<file path="config.mk">
export PLATFORM = sky130hd
export DESIGN_NAME = memory_address_register
export DESIGN_NICKNAME = d
export VERILOG_FILES = /design/src/rtl/memory_address_register.sv
export SDC_FILE = /design/constraint.sdc
export NUM_CORES = 1
export LEC_CHECK = 0
export CAP_MARGIN = 20
export CORE_AREA = 8 8 45 47
export DETAILED_ROUTE_END_ITERATION = 12
export DIE_AREA = 0 0 53 55
export SYNTH_ARGS = -nofsm -noshare
export SYNTH_HDL_FRONTEND = slang
export SYNTH_SLANG_ARGS = --single-unit
</file>
<file path="constraint.sdc">
create_clock -name clk -period 1.1 [get_ports clk]
set_input_delay 0.165 -clock clk [delete_from_list [all_inputs] [get_ports clk]]
set_output_delay 0.165 -clock clk [all_outputs]
set_load 0.01 [all_outputs]
</file>
<file path="src/rtl/memory_address_register.sv">
// Memory address register: a 4-bit address latched either from the CPU bus
// (automatic mode) or from front-panel switches on a pushbutton press
// (manual mode). The address output comes straight from the register.
//
// Load semantics: a load is a single-cycle event sampled at the rising clk
// edge. In automatic mode read_from_bus=1 loads bus. In manual mode only the
// 0->1 transition of manual_read (against its value at the previous edge)
// loads manual_switches, so a held button produces exactly one load. Reset
// wins over both load paths.
module memory_address_register (
   input  logic       clk,
   input  logic       rst,
   input  logic       read_from_bus,
   input  logic       manual_mode,
   input  logic       manual_read,
   input  logic [3:0] manual_switches,
   input  logic [3:0] bus,
   output logic [3:0] address
);

   logic [3:0] address_q;
   logic [3:0] address_d;
   logic       manual_read_q;
   logic       manual_press;

   // Button edge detect: previous sample low, current sample high.
   assign manual_press = manual_read & ~manual_read_q;

   // Next-address selection; the inactive mode's inputs are never looked at.
   always_comb begin
      address_d = address_q;
      if (manual_mode) begin
         if (manual_press) begin
            address_d = manual_switches;
         end
      end else if (read_from_bus) begin
         address_d = bus;
      end
   end

   // Button history tracks every edge, reset included, so a button held
   // across reset release or mode entry never looks like a fresh press.
   always_ff @(posedge clk) begin
      manual_read_q <= manual_read;
   end

   // Address register with synchronous reset taking priority over loads.
   always_ff @(posedge clk) begin
      if (rst) begin
         address_q <= 4'h0;
      end else begin
         address_q <= address_d;
      end
   end

   assign address = address_q;

endmodule

</file>
* Word level (Yosys, flattened, before mapping)
Index checks and enable logic that the tools add are counted.
Cells by class: equal/unequal tests 1, multiplexer cells 3, bitwise gates (word level) 2, reduce and logical (&&, ||, !) cells 2
Operator list (count):
- 4-bit 2-to-1 mux | 3
- 2-bit by 1-bit != test with 1-bit output, second input constant | 1
- 2-bit AND reduction | 1
- 2-bit nonzero test | 1
- 1-bit AND | 1
- 1-bit NOT | 1
Word-level totals: flip-flop bits (word level) 5, input port bits 13, output and inout port bits 4, logic and storage cells 10

* Depth between registers and ports, before layout
depth in word-level cells 4, gate-level depth with buffers 4, depth with buffers taken out 3

* Least setup slack after synthesis
Ideal clock, no wire load.
path kind flip-flop to flip-flop, start point reg manual_read_q, end point reg address_q[0], in the netlist address[0], setup time 0.086 ns, data arrival time 0.836 ns, required time 1.014 ns, setup slack 0.178 ns, stages on the path, launching flop included 5, buffers on the path 1, clock period less this slack 0.922 ns, cells stage by stage dfxtp_1 > nand2b_1 > buf_6 > mux2i_1 > a211oi_1
On the way: longest elaborated chain between the ends 4
RTL lines:
- start: declaration | line 23 | logic manual_read_q;
- start signal: assignment | line 44 | manual_read_q <= manual_read;
- 1-bit NOT | line 27 | assign manual_press = manual_read & ~manual_read_q;
- 1-bit AND | line 27
- 2-bit by 1-bit != test with 1-bit output (no line)
- 2-bit AND reduction (no line)
- end signal: assignment | line 52 | address_q <= address_d;
- end: declaration | line 21 | logic [3:0] address_q;
No other way between the ends. A chain may end at the register's enable or synchronous reset.

* Final worst setup path
start point reg address_q[3], in the netlist address[3], end point out address[3]
RTL lines:
- end: declaration | line 18 | output logic [3:0] address
No word-level cell between the ends.

==> reports/qor.yml <==
placement:
  dp_cells: 55
  dp_hpwl_um: 561
  routabilityCongestion: 0.716
  pre_cts_ws_ps: -234
  portBuffers: 16
  placed_area_um2: 419
clock_network:
  h-tree-depth: 1
  clk_pin_slew_ps: 40
  hold_buffers: 0
  cts_sinks: 5
  clk_latency_ps: 240
  post-cts-setup-buffers: 0
  cts.path.max_buffers: 2
  cts_made_buffers: 3
  root_buffer: "clkbuf_4"
  cts_tree: "yes"
synthesis:
  synth_seq_cells: 5
  yosysWarnings: 0
  synth_cell_types: 7
  synth_cells: 24
  synth.avg_cell_area_um2: 10.3
  syn_nets: 37
  ys_seq_area_frac: 0.406
  syn-cell-area_um2: 246
floorplan:
  die-area_um2: 2920
  die_w_um: 53
  io_pins: 17
  initial_core_util: 0.178
  fp.coreArea_um2: 1380
  dieHeight_um: 55
  num_rows: 14
global_route:
  gr-total-overflow: 0
  grt_start_max_net_pins: 9
  grt_pass1_wl_mm: 1.14
  antenna_found_initial: 0
  grt_pass1_vias: 267
  grt_usage: 0.0558
power_and_ir_drop:
  ir_drop_mv: 0.468
  power_uw: 526
  leakagePower_nw: 0.206
  pwr_density_cell_nw_per_um2: 1140
setup_path:
  path_cells: "dlygate4sd2_1"
  endpoint_kind: "output pin"
  required_ps: 940
  max_stage_delay_ps: 350
  critPathLaunchType: "flip-flop"
  arrival_ps: 870
  critPathBufInv: 1
  criticalPathCategory: "flip-flop to output pin"
  cp_top_family: "flip-flops"
  critPathSlowestCell: "dfxtp_1"
  critPathMaxFanout: 3
sta:
  rsz0062_at_grt: "no"
  fin_setup_tns_ps: 0
  period_share: 0.942
  finClkSkew_ps: 1.94
  finalHoldViolCount: 0
  min_period_ps: 1040
  slew_headroom: 0.777
  timing.fmax_ghz: 0.965
  slew_viol_final: 0
  worst_slack_ps: 63.8
  finalSetupViolCount: 0
  worst_pin_slew_ps: 334
layout:
  n_antenna_cell: 0
  stdcell_area_um2: 460
  nets: 57
  final_cell_mix: "clkdlybuf4s50_1 (11), a211oi_1 (6), dfxtp_1 (5)"
  layoutNonFillerInstCount: 59
  final_layout_size_suffix_gt1_frac: 0.163
  final_common_cell: "clkdlybuf4s50_1"
  syn2layout_area_growth_pct: 86.8
outcome:
  status: "completed"
detailed_routing:
  postRouteAntennaNets: 0
  dr.pass1.iters: 2
  dr.first_iter.drc_count: 5
  remaining_drc_errors: 0
  wirelength_um: 725
  post_drt_wl_per_cell_um: 12.3
  num_vias: 247
  vias_per_cell: 4.19
worst_hold_path:
  hp-class: "input pin to flip-flop"
run:
  max_cap_violations: 0
==> layer usage <==
| metal | up-vias | track usage | part of all wire |
|---|---|---|---|
| li1 | 130 | - | - |
| met1 | 104 | 0.0624 | 0.46 |
| met2 | 11 | 0.0664 | 0.39 |
| met3 | 2 | 0.0241 | 0.12 |
| met4 | 0 | 0.0776 | 0.026 |
| met5 | - | 0 | 0 |
==> cell type report <==
| class | instances | area [um2] |
|---|---|---|
| Fill cell | 154 | 923 |
| Multi-Input combinational cell | 17 | 149 |
| Clock buffer | 4 | 26.3 |
| Tap cell | 16 | 20.0 |
| Timing Repair Buffer | 17 | 165 |
| Sequential cell | 5 | 100 |
==> registers in the layout (all words and copies together) (netlist names) <==
| name | count |
|---|---|
| address | 4 |
| manual_read_q | 1 |
==> final timing paths <==
check / start / endpoint / slack (ps) / depth (start not counted)
setup / recovery: address[3]$_SDFFE_PP0P_ / address[3] / 60 / 1
hold / removal: manual_read / manual_read_q$_DFF_P_ / 470 / 1
setup reg to reg: manual_read_q$_DFF_P_ / address[1]$_SDFFE_PP0P_ / 200 / 3
hold reg to reg: address[0]$_SDFFE_PP0P_ / address[0]$_SDFFE_PP0P_ / 570 / 2
==> cells in the mapped netlist <==
cell type	count	share of area
buf_1	1	0.015
nand2b_1	1	0.025
buf_6	1	0.046
nor2b_1	4	0.10
mux2i_1	4	0.16
dfxtp_1	5	0.41
a211oi_1	8	0.24
==> cells by family (layout without fill, tap and decap cells) <==
family                 after synthesis  count (layout)  share of synthesized area
buffers and inverters                2              21                     0.0609
AOI/OAI and AO/OA                    8               8                      0.244
and+or+nand+nor                      5               5                      0.127
muxes                                4               4                      0.162
DFF                                  5               5                      0.406
==> power by group <==
part	switching, mW	total (mW)	internal [mW]	leakage, nW
clock network	0.0679	0.205	0.137	0.0150
registers	0.00769	0.203	0.195	0.0417
logic	0.0440	0.118	0.0743	0.149
==> worst reg2reg max path: cells and delay by family (launching register included) <==
kind | cells | cell delay, ps
compound gates | 1 | 90
simple gates | 1 | 160
flops | 1 | 300
mux | 1 | 230
==> per-stage QoR <==
| stage | hold WS, ps | utilization |
|---|---|---|
| 2_1_floorplan | 193 | - |
| 3_3_place_gp | 574 | 0.303 |
| 3_5_place_dp | 578 | 0.303 |
| 4_1_cts | 408 | 0.318 |
| 5_1_grt | 499 | 0.333 |
| 6_report | 471 | 0.333 |
==> repair_timing <==
item	CTS	global route
gates cloned	0	0
resized for setup	4	5
endpoints found under the setup margin	4	4
Note: power is estimated with default switching activity, not from simulation.
